--- config.mk ---
export PLATFORM = sky130hd
export DESIGN_NAME = seg_scan_controller
export DESIGN_NICKNAME = d
export VERILOG_FILES = /design/src/rtl/seg_scan_controller.sv
export SDC_FILE = /design/constraint.sdc
export NUM_CORES = 1
export LEC_CHECK = 0
export CORE_UTILIZATION = 30
export CTS_BUF_LIST = sky130_fd_sc_hd__clkbuf_4 sky130_fd_sc_hd__clkbuf_8
export DETAILED_ROUTE_END_ITERATION = 7
export SLEW_MARGIN = 25
export SYNTH_ARGS = -nofsm -noshare
export SYNTH_HDL_FRONTEND = slang
export SYNTH_SLANG_ARGS = --single-unit
export TNS_END_PERCENT = 30
--- constraint.sdc ---
create_clock -name clk -period 6.1 [get_ports clk]
set_input_delay 1.22 -clock clk [delete_from_list [all_inputs] [get_ports clk]]
set_output_delay 1.22 -clock clk [all_outputs]
set_load 0.05 [all_outputs]
--- src/rtl/seg_scan_controller.sv ---
// rtl/seg_scan_controller.sv - binary-to-BCD seven-segment scan controller
//
// Purpose: accepts an unsigned binary value over a valid/ready handshake,
// converts it to four BCD digits with an iterative shift-add-3 engine, commits
// the digits atomically and time-multiplexes the four anodes.
//
// Optional feature macro: BLANK_LEADING_ZEROS_EN
//   defined   - digits above the most-significant nonzero digit are blanked
//   undefined - all four digits are always shown
//
// Ports:
//   clk            in   system clock, rising edge
//   reset          in   synchronous active-low reset
//   in_valid       in   requester has a value on in_value
//   in_value       in   [DATA_W-1:0] unsigned value to display
//   in_ready       out  controller can accept (IDLE only)
//   busy           out  conversion or commit in progress
//   segmentDisplay out  [6:0] cathodes {g,f,e,d,c,b,a}, active-low
//   an             out  [3:0] anodes, active-low
//   dp             out  decimal point, active-low, held off

module seg_scan_controller #(
  parameter int DATA_W      = 13,
  parameter int REFRESH_DIV = 100000
) (
  input  logic              clk,
  input  logic              reset,
  input  logic              in_valid,
  input  logic [DATA_W-1:0] in_value,
  output logic              in_ready,
  output logic              busy,
  output logic [6:0]        segmentDisplay,
  output logic [3:0]        an,
  output logic              dp
);

  localparam int              DIV_W    = (REFRESH_DIV > 1) ? $clog2(REFRESH_DIV) : 1;
  localparam logic [DIV_W-1:0] DIV_LAST = DIV_W'(REFRESH_DIV - 1);
  localparam logic [3:0]      CNT_LAST = 4'(DATA_W - 1);

  typedef enum logic [1:0] {
    S_IDLE    = 2'd0,
    S_CONVERT = 2'd1,
    S_COMMIT  = 2'd2
  } state_t;

  state_t            r_state;
  logic [DATA_W-1:0] r_shift;
  logic [15:0]       r_bcd;
  logic [3:0]        r_cnt;
  logic [15:0]       r_digits;
  logic              r_in_ready;
  logic              r_busy;

  logic [DIV_W-1:0]  r_div;
  logic [1:0]        r_idx;
  logic [3:0]        r_an;
  logic [6:0]        r_seg;

  logic [15:0]       w_adj;
  logic              w_tc;
  logic [3:0]        w_digit;
  logic              w_slot_blank;

  function automatic logic [6:0] decode(input logic [3:0] d);
    case (d)
      4'd0:    decode = 7'b1000000;
      4'd1:    decode = 7'b1111001;
      4'd2:    decode = 7'b0100100;
      4'd3:    decode = 7'b0110000;
      4'd4:    decode = 7'b0011001;
      4'd5:    decode = 7'b0010010;
      4'd6:    decode = 7'b0000010;
      4'd7:    decode = 7'b1111000;
      4'd8:    decode = 7'b0000000;
      4'd9:    decode = 7'b0010000;
      default: decode = 7'b1111111;
    endcase
  endfunction

  // Add-3 correction: any BCD nibble >= 5 would overflow past 9 after the
  // upcoming doubling shift, so it is pre-biased by 3.
  always_comb begin
    w_adj = r_bcd;
    for (int k = 0; k < 4; k++) begin
      if (r_bcd[4*k +: 4] >= 4'd5) begin
        w_adj[4*k +: 4] = r_bcd[4*k +: 4] + 4'd3;
      end
    end
  end

  // Conversion FSM. The working registers are private to the FSM so the
  // displayed digits only change at COMMIT.
  always_ff @(posedge clk) begin
    if (!reset) begin
      r_state    <= S_IDLE;
      r_shift    <= '0;
      r_bcd      <= '0;
      r_cnt      <= '0;
      r_digits   <= '0;
      r_in_ready <= 1'b1;
      r_busy     <= 1'b0;
    end else begin
      case (r_state)
        S_IDLE: begin
          if (in_valid && r_in_ready) begin
            r_shift    <= in_value;
            r_bcd      <= '0;
            r_cnt      <= '0;
            r_state    <= S_CONVERT;
            r_in_ready <= 1'b0;
            r_busy     <= 1'b1;
          end
        end
        S_CONVERT: begin
          {r_bcd, r_shift} <= {w_adj, r_shift} << 1;
          r_cnt            <= r_cnt + 4'd1;
          if (r_cnt == CNT_LAST) begin
            r_state <= S_COMMIT;
          end
        end
        S_COMMIT: begin
          r_digits   <= r_bcd;
          r_state    <= S_IDLE;
          r_in_ready <= 1'b1;
          r_busy     <= 1'b0;
        end
        default: begin
          r_state    <= S_IDLE;
          r_in_ready <= 1'b1;
          r_busy     <= 1'b0;
        end
      endcase
    end
  end

`ifdef BLANK_LEADING_ZEROS_EN
  logic [3:0] r_blank;
  logic [3:0] w_blank_mask;

  // A digit is blank when it and every digit above it are zero; the ones
  // digit is never blank so a value of zero still shows "0".
  always_comb begin
    w_blank_mask    = 4'b0000;
    w_blank_mask[3] = (r_bcd[15:12] == 4'd0);
    w_blank_mask[2] = w_blank_mask[3] && (r_bcd[11:8] == 4'd0);
    w_blank_mask[1] = w_blank_mask[2] && (r_bcd[7:4] == 4'd0);
  end

  always_ff @(posedge clk) begin
    if (!reset) begin
      r_blank <= 4'b1110;
    end else if (r_state == S_COMMIT) begin
      r_blank <= w_blank_mask;
    end
  end

  assign w_slot_blank = r_blank[r_idx];
`else
  assign w_slot_blank = 1'b0;
`endif

  assign w_tc = (r_div == DIV_LAST);

  always_comb begin
    case (r_idx)
      2'd0:    w_digit = r_digits[3:0];
      2'd1:    w_digit = r_digits[7:4];
      2'd2:    w_digit = r_digits[11:8];
      default: w_digit = r_digits[15:12];
    endcase
  end

  // Free-running scan. The outputs are registered from the current index and
  // digits, so a commit and an index advance on the same edge both show up
  // together in the next registered output.
  always_ff @(posedge clk) begin
    if (!reset) begin
      r_div <= '0;
      r_idx <= 2'd0;
      r_an  <= 4'b1111;
      r_seg <= 7'b1111111;
    end else begin
      r_div <= w_tc ? '0 : r_div + DIV_W'(1);
      if (w_tc) begin
        r_idx <= r_idx + 2'd1;
      end
      case (r_idx)
        2'd0:    r_an <= 4'b1110;
        2'd1:    r_an <= 4'b1101;
        2'd2:    r_an <= 4'b1011;
        default: r_an <= 4'b0111;
      endcase
      r_seg <= w_slot_blank ? 7'b1111111 : decode(w_digit);
    end
  end

  assign in_ready       = r_in_ready;
  assign busy           = r_busy;
  assign segmentDisplay = r_seg;
  assign an             = r_an;
  assign dp             = 1'b1;

endmodule
== Word level (Yosys, flattened, before mapping) ==
Memories as Yosys holds them, arrays and structs flattened. A register that Yosys moved wholly into a read port is not among the register bits.
Index checks and enable logic that the tools add are counted.

* Add/subtract/negate cells: 7
* $lt $le $gt $ge: 4
* Equality and inequality tests: 8
* Multiplexer cells: 19
* Bitwise operators: 2
* Reduce and logical (&&, ||, !) cells: 9

{| class="wikitable"
|+ Operator list
! operator !! count
|-
| $pmux 16 s2 || 1
|-
| $pmux 13 s2 || 1
|-
| $pmux 4 s3 || 2
|-
| $add 17x1->17 const B || 1
|-
| $eq 17x17->1 const B || 1
|-
| $ge 4x3->1 const B || 4
|-
| $mux 16 || 1
|-
| $mux 4 || 4
|-
| $mux 13 || 1
|-
| $add 4x2->4 const B || 3
|-
| $pmux 4 s2 || 1
|-
| $reduce_and 2->1 || 3
|-
| $add 4x1->4 const B || 1
|-
| $eq 2x1->1 const B || 2
|-
| $eq 2x2->1 const B || 2
|-
| $eq 4x4->1 const B || 1
|-
| $logic_not 2->1 || 2
|-
| $mux 2 || 2
|-
| $ne 2x2->1 const B || 2
|-
| $pmux 1 s2 || 2
|-
| $pmux 2 s2 || 1
|-
| $add 3x2->3 const B || 1
|-
| $mux 3 || 1
|-
| $add 2x1->2 const B || 1
|-
| 6 further kinds || 8
|}

* Register bits after elaboration: 76
* Bits in read-only memories: 112
* Input bits: 16
* Output and inout port bits: 14
* Logic and storage cells: 60
* Memories: 1

{| class="wikitable"
|+ Memories
! memory !! depth !! bits a word !! rd ports !! clocked after memory_dff !! wr ports !! RTL line !! source
|-
| (name not given) || 16 || 7 || 1 || 1 || 0 || 66 || <nowiki>case (d)</nowiki>
|}

== Logic depth before layout (Yosys ltp) ==
Gate-level depths: netlist of run 1.

* Depth in word-level cells: 3
* Gate-level depth with buffers: 9
* Mapped depth without buffers: 9

== Worst setup path after synthesis of run 1 ==
OpenSTA, ideal clock, no wires.

* Kind: input to register
* Start: in in_valid
* End: reg r_shift[10]
* Library setup time: 0.125 ns
* Data arrival time: 2.081 ns
* Data required time: 5.975 ns
* Slack: 3.894 ns
* Cell stages on the path: 6
* Buffers on the path: 2
* Cell sequence: a21oi_1 -> or2_1 -> buf_2 -> buf_2 -> a222oi_1 -> nor2b_1

* Cells in the longest elaborated chain, start to end: 3

{| class="wikitable"
|+ Ends and longest elaborated chain
! what !! RTL line !! source
|-
| start: declaration || 28 || <nowiki>input logic in_valid,</nowiki>
|-
| $logic_and 1x1->1 || 106 || <nowiki>if (in_valid && r_in_ready) begin</nowiki>
|-
| $ne 2x2->1 (no source line) || n/a ||
|-
| $reduce_and 2->1 (no source line) || n/a ||
|-
| end signal: assignment || 107 || <nowiki>r_shift <= in_value;</nowiki>
|-
| end signal: assignment || 116 || <nowiki>{r_bcd, r_shift} <= {w_adj, r_shift} << 1;</nowiki>
|-
| end: declaration || 48 || <nowiki>logic [DATA_W-1:0] r_shift;</nowiki>
|}

Every way passes these cells.
A chain may end at the register's enable or synchronous reset.

== Worst setup path in the final report of run 1 ==
* Start: reg r_in_ready (netlist: in_ready)
* End: out in_ready

{| class="wikitable"
|+ RTL lines
! what !! RTL line !! source
|-
| start: declaration || 52 || <nowiki>logic r_in_ready;</nowiki>
|-
| start signal: assignment || 101 || <nowiki>r_in_ready <= 1'b1;</nowiki>
|-
| start signal: assignment || 111 || <nowiki>r_in_ready <= 1'b0;</nowiki>
|-
| start signal: assignment || 125 || <nowiki>r_in_ready <= 1'b1;</nowiki>
|-
| end: declaration || 30 || <nowiki>output logic in_ready,</nowiki>
|}

No word-level cell between the ends.

==> impl_metrics.py, run 1 <==
metrics = {
    "pwr": {
        "irDropWorstVdd_uv": 138,
        "p_per_area_nw_per_um2": 235,
        "leakage_nw": 1.52,
    },
    "cells_and_area": {
        "area_growth_syn_to_layout_pct": 15.2,
        "fillers": 1304,
        "n_antenna_cell": 0,
        "final_cells": 610,
        "fin_nets": 471,
        "register_area_um2": 1660,
        "multi_input_area_um2": 1940,
        "mostFrequentLayoutCell": "dfxtp_1",
        "drive_gt1_frac": 0.0950,
        "utilization": 0.359,
        "mostFrequentLayoutCells": "dfxtp_1, nand2_1, clkdlybuf4s50_1, nor2_1, nor2b_1",
        "final_area_um2": 4390,
    },
    "floorplanning": {
        "die_area_um2": 13100,
        "initial_core_util": 0.312,
        "core_um2": 12200,
        "rows": 40,
        "fp.dieW_um": 115,
        "die_h_um": 115,
        "ios": 30,
    },
    "sta": {
        "drv_slew": 0,
        "max_freq_mhz": 361,
        "post-route-period-util": 0.454,
        "tightest_slew_ns": 0.940,
        "fin_worst_skew_ns": 0.00904,
        "finalSetupViolations": 0,
        "hold_viol_final": 0,
        "slew_headroom": 0.373,
        "rsz0062_at_grt": "no",
        "finalCriticalPeriod_ns": 2.77,
        "tns_ns": 0,
        "timing.hold.ws_ns": 0.466,
    },
    "place": {
        "place.gp.congestion": 0.758,
        "dp_cells": 594,
        "dp_hpwl_mm": 4.87,
        "placed_area_um2": 4190,
        "portBuffers": 28,
    },
    "hold_path": {
        "holdCritStartpoint": "r_digits[14]$_SDFFE_PN0N_",
        "worstHoldEndpoint": "r_digits[14]$_SDFFE_PN0N_",
        "min_path_type": "flop to flop",
        "holdPathStages": 2,
    },
    "clocking": {
        "post-cts-setup-buffers": 0,
        "cts.path.max_buffers": 2,
        "cts.sinks": 83,
        "path_clk_slew_ns": 0.08,
        "cts_buffers": 9,
        "cts_resized": 0,
        "cts_tree": "done",
        "cts_hold_buf": 0,
        "htreeDepth": 3,
        "clkLatencyLatePin_ns": 0.36,
        "ctsRootBufferMaster": "clkbuf_8",
    },
    "setup_path": {
        "cp_num_buf_inv": 1,
        "cp_max_fo": 4,
        "crit_type": "flop to primary output",
        "crit_arrival_ns": 1.55,
        "reg2reg_from": "r_div[0]$_SDFF_PP0_",
        "timing.reg2reg.setup_slack_ns": 3.95,
        "r2r-end": "r_div[2]$_SDFF_PP0_",
        "cpPeakStageDelay_ns": 0.82,
        "crit_slowest_cell": "clkdlybuf4s50_1",
        "end_kind": "primary output",
        "cp_top_family": "buffers and inverters",
        "path_cells": "clkdlybuf4s50_1",
        "required_ns": 4.88,
        "start_kind": "flop",
        "r2r_cells": 6,
    },
    "logic_synthesis": {
        "synth_area_um2": 3810,
        "ys_types": 43,
        "synth_area_leaders": "dfxtp_1, ha_1, nand2_1, a222oi_1, nor2b_1",
        "synthFlopType": "dfxtp_1",
        "synth_nets": 454,
        "synthCells": 420,
        "ys_ff_latch": 83,
        "ys_warn_count": 0,
        "yosysSeqAreaShare": 0.436,
        "async_flop_share": 0,
        "netlist.area_leader.share": 0.436,
        "synth_area_leader_cell": "dfxtp_1",
        "synth_edf_count": 0,
        "syn_area_per_cell_um2": 9.07,
    },
    "grt": {
        "grt_start_max_net_pins": 65,
        "grt_pass1_wl_mm": 12.8,
        "gr-total-overflow": 0,
        "antenna_found_initial": 0,
        "grt_pass1_vias": 2799,
        "grt.total_usage": 0.122,
    },
    "detailed_routing": {
        "via_per_inst": 4.62,
        "ant_nets": 0,
        "drc_errors": 0,
        "routed_wl_mm": 7.18,
        "drtIter0Drc": 176,
        "via_count": 2817,
        "dr.pass1.iters": 6,
        "wl_per_cell_um": 11.8,
    },
    "run_status": {
        "status": "finished clean",
    },
    "flow_run": {
        "cap_violations": 0,
    },
}
==> per-stage QoR <==
stage          power, mW  setup WS [ns]
2_1_floorplan      0.638           3.89
3_3_place_gp       0.662           3.01
3_5_place_dp       0.663           3.03
4_1_cts             1.05           3.30
5_1_grt             1.08           3.22
6_report            1.03           3.33
==> cells by family (layout without fill, tap and decap cells) <==
group           Yosys count  count (layout)  synth area share
simple gates            164             164             0.220
flops                    83              83             0.436
compound gates           74              74             0.144
buf+inv                  45              67            0.0549
xor+xnor                 26              26            0.0598
fa+ha+maj                18              18            0.0592
mux                       9               9            0.0256
other cells               1               1          0.000985
==> flip-flops by register name (all words and copies together), names as in the netlist <==
| signal | flops |
|---|---|
| an | 4 |
| r_cnt | 4 |
| busy | 1 |
| r_state | 2 |
| r_div | 17 |
| r_digits | 16 |
| segmentDisplay | 7 |
| r_idx | 2 |
| in_ready | 1 |
| r_bcd | 16 |
| r_shift | 13 |
==> how the worst max path moves through the flow <==
stage	slack [ns]	to	startpoint	cells past startpoint
2_1_floorplan	3.89	r_shift[10]$_SDFFE_PN0P_	in_valid	6
3_3_place_gp	3.01	r_bcd[11]$_SDFFE_PN0P_	in_valid	5
3_5_place_dp	3.03	r_bcd[3]$_SDFFE_PN0P_	in_valid	5
4_1_cts	3.30	in_ready	in_ready$_SDFFE_PN1P_	1
5_1_grt	3.22	r_bcd[3]$_SDFFE_PN0P_	in_valid	5
6_report	3.33	in_ready	in_ready$_SDFFE_PN1P_	1
==> metal layers <==
| metal | GRT usage | vias to the layer above | share of wire |
|---|---|---|---|
| li1 | - | 1458 | - |
| met3 | 0.0392 | 8 | 0.038 |
| met4 | 0.0528 | 0 | 0.012 |
| met5 | 0 | - | 0 |
| met1 | 0.156 | 1310 | 0.50 |
| met2 | 0.189 | 41 | 0.45 |
==> layout make-up <==
cell class              instances  area share
repair buffers                 31      0.0690
inverters                      20      0.0171
clock buffers                  12      0.0376
multi-input cells             292       0.442
flip-flops and latches         83       0.379
well taps                     168      0.0479
clock inverters                 4     0.00742
==> synthesized netlist by cell type, drive strengths merged (13+ instances only) <==
library cell  instances
nand2                55
xnor2                13
dfxtp                83
ha                   18
buf                  13
nor2                 35
inv                  20
nor2b                24
a21boi               20
a222oi               16
xor2                 13
o21ai                15
==> power breakdown <==
part	switching [mW]	leakage (nW)	total (mW)	internal, mW
clock	0.199	0.0952	0.382	0.183
sequential	0.00848	0.675	0.563	0.554
combinational	0.0518	0.752	0.0870	0.0352
total	0.259	1.52	1.03	0.773
No activity file was read; power rests on OpenSTA's default activity.
==> run 2, diff against run 1 <==
==> constraint.sdc (replaced) <==
create_clock -name clk -period 2.7 [get_ports clk]
set_input_delay 0.54 -clock clk [delete_from_list [all_inputs] [get_ports clk]]
set_output_delay 0.54 -clock clk [all_outputs]
set_load 0.05 [all_outputs]
==> run 2 against run 1 <==
  * Combinational power is 130% higher
  * Setup slack worse by 2.8 ns
  * Total power is 140% higher
  * Critical endpoint is now segmentDisplay[6]$_SDFF_PN1_
  * Clock power grew to 2.5 times the previous value
  * Final cell count is 0.33% higher
  * Register-to-register slack worse by 3.4 ns
  * Largest power group unchanged
  * Die area stayed put
  * First-iteration DRC count is 30% higher
  * Sequential share of layout area is 0.36 points lower
  * Highest routed layer unchanged
  * Flip-flop and latch count stayed put
==> impl_metrics.py, run 2 (same netlist as run 1, synthesis figures left out) <==
metrics = {
    "floorplanning": {
        "initial_core_util": 0.312,
        "die_area_um2": 13100,
        "rows": 40,
        "die_h_um": 115,
        "fp.dieW_um": 115,
        "ios": 30,
        "core_um2": 12200,
    },
    "grt": {
        "gr-total-overflow": 0,
        "grt_pass1_vias": 2715,
        "grt_start_max_net_pins": 65,
        "antenna_found_initial": 0,
        "grt.total_usage": 0.120,
        "grt_pass1_wl_mm": 12.4,
    },
    "sta": {
        "finalCriticalPeriod_ns": 2.15,
        "slew_headroom": 0.355,
        "max_freq_mhz": 465,
        "finalSetupViolations": 0,
        "post-route-period-util": 0.796,
        "fin_worst_skew_ns": 0.00854,
        "tns_ns": 0,
        "rsz0062_at_grt": "no",
        "timing.hold.ws_ns": 0.463,
        "hold_viol_final": 0,
        "tightest_slew_ns": 0.968,
        "drv_slew": 0,
    },
    "clocking": {
        "cts.path.max_buffers": 2,
        "cts_tree": "done",
        "cts_buffers": 9,
        "cts_hold_buf": 0,
        "cts.sinks": 83,
        "post-cts-setup-buffers": 0,
        "clkLatencyLatePin_ns": 0.36,
        "htreeDepth": 3,
        "path_clk_slew_ns": 0.08,
        "ctsRootBufferMaster": "clkbuf_8",
        "cts_resized": 0,
    },
    "detailed_routing": {
        "ant_nets": 0,
        "routed_wl_mm": 7.20,
        "drtIter0Drc": 229,
        "wl_per_cell_um": 11.8,
        "via_per_inst": 4.58,
        "drc_errors": 0,
        "via_count": 2806,
        "dr.pass1.iters": 7,
    },
    "cells_and_area": {
        "reg_top3": "r_div x17, r_bcd x16, r_digits x16",
        "mostFrequentLayoutCells": "dfxtp_1, nand2_1, clkdlybuf4s50_1, nor2_1, nor2b_1",
        "drive_gt1_frac": 0.0968,
        "largest_reg_flops": 17,
        "fin_nets": 473,
        "regMostFlops": "r_div",
        "mostFrequentLayoutCell": "dfxtp_1",
        "n_antenna_cell": 0,
        "area_growth_syn_to_layout_pct": 16.3,
    },
    "pwr": {
        "irDropWorstVdd_uv": 216,
        "p_per_area_nw_per_um2": 551,
        "leakage_nw": 1.55,
    },
    "flow_run": {
        "cap_violations": 0,
    },
    "setup_path": {
        "r2r_cells": 9,
        "timing.reg2reg.setup_slack_ns": 0.55,
        "required_ns": 2.94,
        "start_kind": "flop",
        "cpPeakStageDelay_ns": 0.37,
        "end_kind": "flop",
        "crit_type": "flop to flop",
        "cp_num_buf_inv": 2,
        "crit_slowest_cell": "a222oi_1",
        "cp_max_fo": 6,
        "crit_arrival_ns": 2.39,
        "path_cells": "inv_1 > ha_1 > a222oi_1 > mux2_2 > inv_1 > ha_1 > nor3_1 > a21o_1 > nand2_1",
        "reg2reg_from": "r_idx[0]$_SDFFE_PN0N_",
        "r2r-end": "segmentDisplay[6]$_SDFF_PN1_",
        "cp_top_family": "compound AO/OA/AOI/OAI gates",
    },
    "place": {
        "dp_hpwl_mm": 4.87,
        "place.gp.congestion": 0.774,
        "portBuffers": 28,
    },
    "hold_path": {
        "min_path_type": "flop to flop",
        "holdCritStartpoint": "r_div[0]$_SDFF_PP0_",
        "holdPathStages": 1,
        "worstHoldEndpoint": "r_div[0]$_SDFF_PP0_",
    },
    "run_status": {
        "status": "finished clean",
    },
}
run 2: cell count changes in the layout (fill, tap and decap cells not counted):
cell        change
clkbuf_8        -3
clkinv_2        +3
bufinv_16       +2
buf_12          +1
buf_4           +1
clkinv_4        -1
clkinvlp_4      -1
nor2b_1         +1
nor2b_2         -1
run 2: through the flow:
stage | cell area, µm² | power [mW] | cells | utilization | worst slack (ns)
global route | 4430 | 2.56 | 612 | 0.363 | 0.279
detailed placement | 4210 | 1.50 | 596 | 0.345 | 0.280
global placement | 4210 | 1.50 | 596 | 0.345 | 0.325
finish | 4430 | 2.44 | 612 | 0.363 | 0.550
CTS | 4430 | 2.48 | 612 | 0.363 | 0.553
floorplan | 3810 | 1.44 | 420 | - | 0.781
run 2: worst max path at each step:
stage | from | end | cells past startpoint
after floorplan | r_idx[0]$_SDFFE_PN0N_ | segmentDisplay[6]$_SDFF_PN1_ | 9
after global placement | in_valid | r_bcd[7]$_SDFFE_PN0P_ | 5
after detailed placement | in_valid | r_bcd[11]$_SDFFE_PN0P_ | 5
after CTS | r_idx[0]$_SDFFE_PN0N_ | segmentDisplay[1]$_SDFF_PN1_ | 9
after global routing | r_idx[0]$_SDFFE_PN0N_ | segmentDisplay[1]$_SDFF_PN1_ | 9
final | r_idx[0]$_SDFFE_PN0N_ | segmentDisplay[6]$_SDFF_PN1_ | 9
run 2: routing by layer:
layer / vias up / track usage / wire [µm]
li1: 1456 / - / -
met1: 1291 / 0.151 / 3650
met2: 53 / 0.189 / 3110
met3: 6 / 0.0429 / 343
met4: 0 / 0.0416 / 96
met5: - / 0 / 0
run 2: area by class of cell:
class | instances | area (µm²)
clock buffers | 9 | 124
fillers | 1257 | 7780
flip-flops and latches | 83 | 1660
well taps | 168 | 210
clock inverters | 7 | 91.3
multi-input cells | 292 | 1940
inverters | 20 | 75.1
repair buffers | 33 | 330
run 2: where the power goes:
part / leakage [nW] / total, mW / internal (mW) / switching, mW
Combinational: 0.767 / 0.201 / 0.0820 / 0.120
Clock: 0.109 / 0.969 / 0.519 / 0.450
Sequential: 0.675 / 1.27 / 1.25 / 0.0195
==> run 3, diff against run 2 <==
==> constraint.sdc (replaced) <==
create_clock -name clk -period 1.75 [get_ports clk]
set_input_delay 0.35 -clock clk [delete_from_list [all_inputs] [get_ports clk]]
set_output_delay 0.35 -clock clk [all_outputs]
set_load 0.05 [all_outputs]
==> run 3 against run 2 <==
  * The run now ends with setup timing left
  * Flip-flop and latch count is the same
  * Die area is the same
  * Clock skew grew 0.0043 ns
  * Routed wire length grew 1.6%
  * Non-clock buffer count grew 27
  * Final cell count grew 4.2%
  * Global-route usage grew 0.10 points
  * Total power grew 62%
  * Hold slack lost 0.037 ns
  * Via count grew 4.8%
  * Core utilization grew 2.5 points
  * Sequential share of layout area shrank 2.3 points
  * Critical endpoint unchanged
==> impl_metrics.py, run 3 (same netlist as run 1, synthesis figures left out) <==
metrics = {
    "detailed_routing": {
        "via_per_inst": 4.61,
        "ant_nets": 0,
        "drtIter0Drc": 242,
        "wl_per_cell_um": 11.5,
        "dr.pass1.iters": 4,
        "via_count": 2942,
        "routed_wl_mm": 7.31,
        "drc_errors": 0,
    },
    "sta": {
        "hold_viol_final": 0,
        "post-route-period-util": 1.03,
        "rsz0062_at_grt": "yes",
        "tns_ns": -0.184,
        "finalSetupViolations": 5,
        "fin_worst_skew_ns": 0.0128,
        "finalCriticalPeriod_ns": 1.81,
        "max_freq_mhz": 553,
        "drv_slew": 0,
        "finalWorstSetupSlack_ns": -0.0582,
    },
    "cells_and_area": {
        "reg_top3": "r_div x17, r_bcd x16, r_digits x16",
        "regMostFlops": "r_div",
        "n_antenna_cell": 0,
        "largest_reg_flops": 17,
        "utilization": 0.388,
        "mostFrequentLayoutCells": "dfxtp_1, nand2_1, buf_4, nor2_1, nor2b_1",
        "final_cells": 638,
        "fin_nets": 500,
        "area_growth_syn_to_layout_pct": 24.4,
        "drive_gt1_frac": 0.211,
        "mostFrequentLayoutCell": "dfxtp_1",
    },
    "floorplanning": {
        "die_area_um2": 13100,
        "core_um2": 12200,
        "fp.dieW_um": 115,
        "initial_core_util": 0.312,
        "ios": 30,
        "die_h_um": 115,
        "rows": 40,
    },
    "setup_path": {
        "crit_type": "flop to flop",
        "crit_arrival_ns": 2.04,
        "required_ns": 1.98,
        "cp_max_fo": 5,
        "end_kind": "flop",
        "start_kind": "flop",
    },
    "pwr": {
        "irDropWorstVdd_uv": 317,
        "p_per_area_nw_per_um2": 835,
        "leakage_nw": 1.72,
        "power.total_mw": 3.96,
    },
    "flow_run": {
        "cap_violations": 0,
    },
    "clocking": {
        "cts_tree": "done",
        "clkLatencyLatePin_ns": 0.35,
        "cts_buffers": 9,
        "htreeDepth": 3,
        "cts.sinks": 83,
        "ctsRootBufferMaster": "clkbuf_8",
        "path_clk_slew_ns": 0.08,
        "cts.path.max_buffers": 2,
    },
    "place": {
        "dp_hpwl_mm": 5.09,
        "portBuffers": 28,
        "place.gp.congestion": 0.803,
        "dp_cells": 620,
    },
    "grt": {
        "grt_start_max_net_pins": 40,
        "gr-total-overflow": 0,
        "antenna_found_initial": 0,
        "grt.total_usage": 0.121,
        "grt_pass1_wl_mm": 12.7,
        "grt_pass1_vias": 2841,
    },
    "hold_path": {
        "min_path_type": "flop to flop",
    },
    "run_status": {
        "status": "finished, violations left",
        "failed_checks": "setup timing",
    },
}
[run 3: cell count changes in the layout (fill, tap and decap cells not counted), sizes merged]
| cell | change |
|---|---|
| clkdlybuf4s50 | -13 |
| buf | +40 |
| clkinv | -2 |
| inv | -1 |
| clkinvlp | -1 |
| clkbuf | +2 |
| bufinv | +1 |
[run 3: power breakdown]
part,internal [mW],switching (mW)
registers,1.93,0.0292
clock network,0.998,0.655
logic,0.153,0.189
[run 3: through the flow]
stage,hold WS [ns],cell area [µm²],setup slack (ns)
6_report,0.426,4740,-0.0582
5_1_grt,0.440,4740,-0.175
4_1_cts,0.468,4710,-0.0409
3_5_place_dp,0.447,4410,-0.0888
3_3_place_gp,0.441,4410,-0.0523
2_1_floorplan,0.427,3830,-0.0144
[run 3: final cells by class]
type	count	area, µm²
well taps	168	210
clock inverters	4	98.8
inverters	20	75.1
repair buffers	60	533
clock buffers	11	145
fillers	1249	7470
multi-input cells	292	2010
flip-flops and latches	83	1670
[run 3: final timing paths]
check,startpoint,end,slack [ns],cells after the start
worst max-delay path,r_idx[0]$_SDFFE_PN0N_,segmentDisplay[6]$_SDFF_PN1_,-0.06,9
worst min-delay path,r_div[0]$_SDFF_PP0_,r_div[0]$_SDFF_PP0_,0.43,1
worst max register to register,r_idx[0]$_SDFFE_PN0N_,segmentDisplay[6]$_SDFF_PN1_,-0.06,9
worst min register to register,r_div[0]$_SDFF_PP0_,r_div[0]$_SDFF_PP0_,0.43,1
[run 3: per-layer routing]
layer	wire, µm	GRT usage	share of wire	vias up
li1	-	-	-	1512
met1	3590	0.149	0.49	1392
met2	3480	0.201	0.48	36
met3	202	0.0302	0.028	2
met4	38	0.0511	0.0052	0
met5	0	0	0	-
[run 3: critical path: stages (launching register included)]
cell and delay [ns]:
dfxtp_2 0.36, inv_2 0.06, ha_4 0.17, a222oi_1 0.32
mux2_4 0.24, inv_1 0.05, ha_2 0.20, nor3_4 0.13
a21o_1 0.11, nand2_1 0.05
[run 3: what timing repair did]
| item | CTS | global route |
|---|---|---|
| setup buffers | 3 | 0 |
| hold buffers | 0 | 0 |
| pin swaps | 3 | 1 |
| endpoints found under the setup margin | 7 | 14 |
| resized for setup | 9 | 8 |
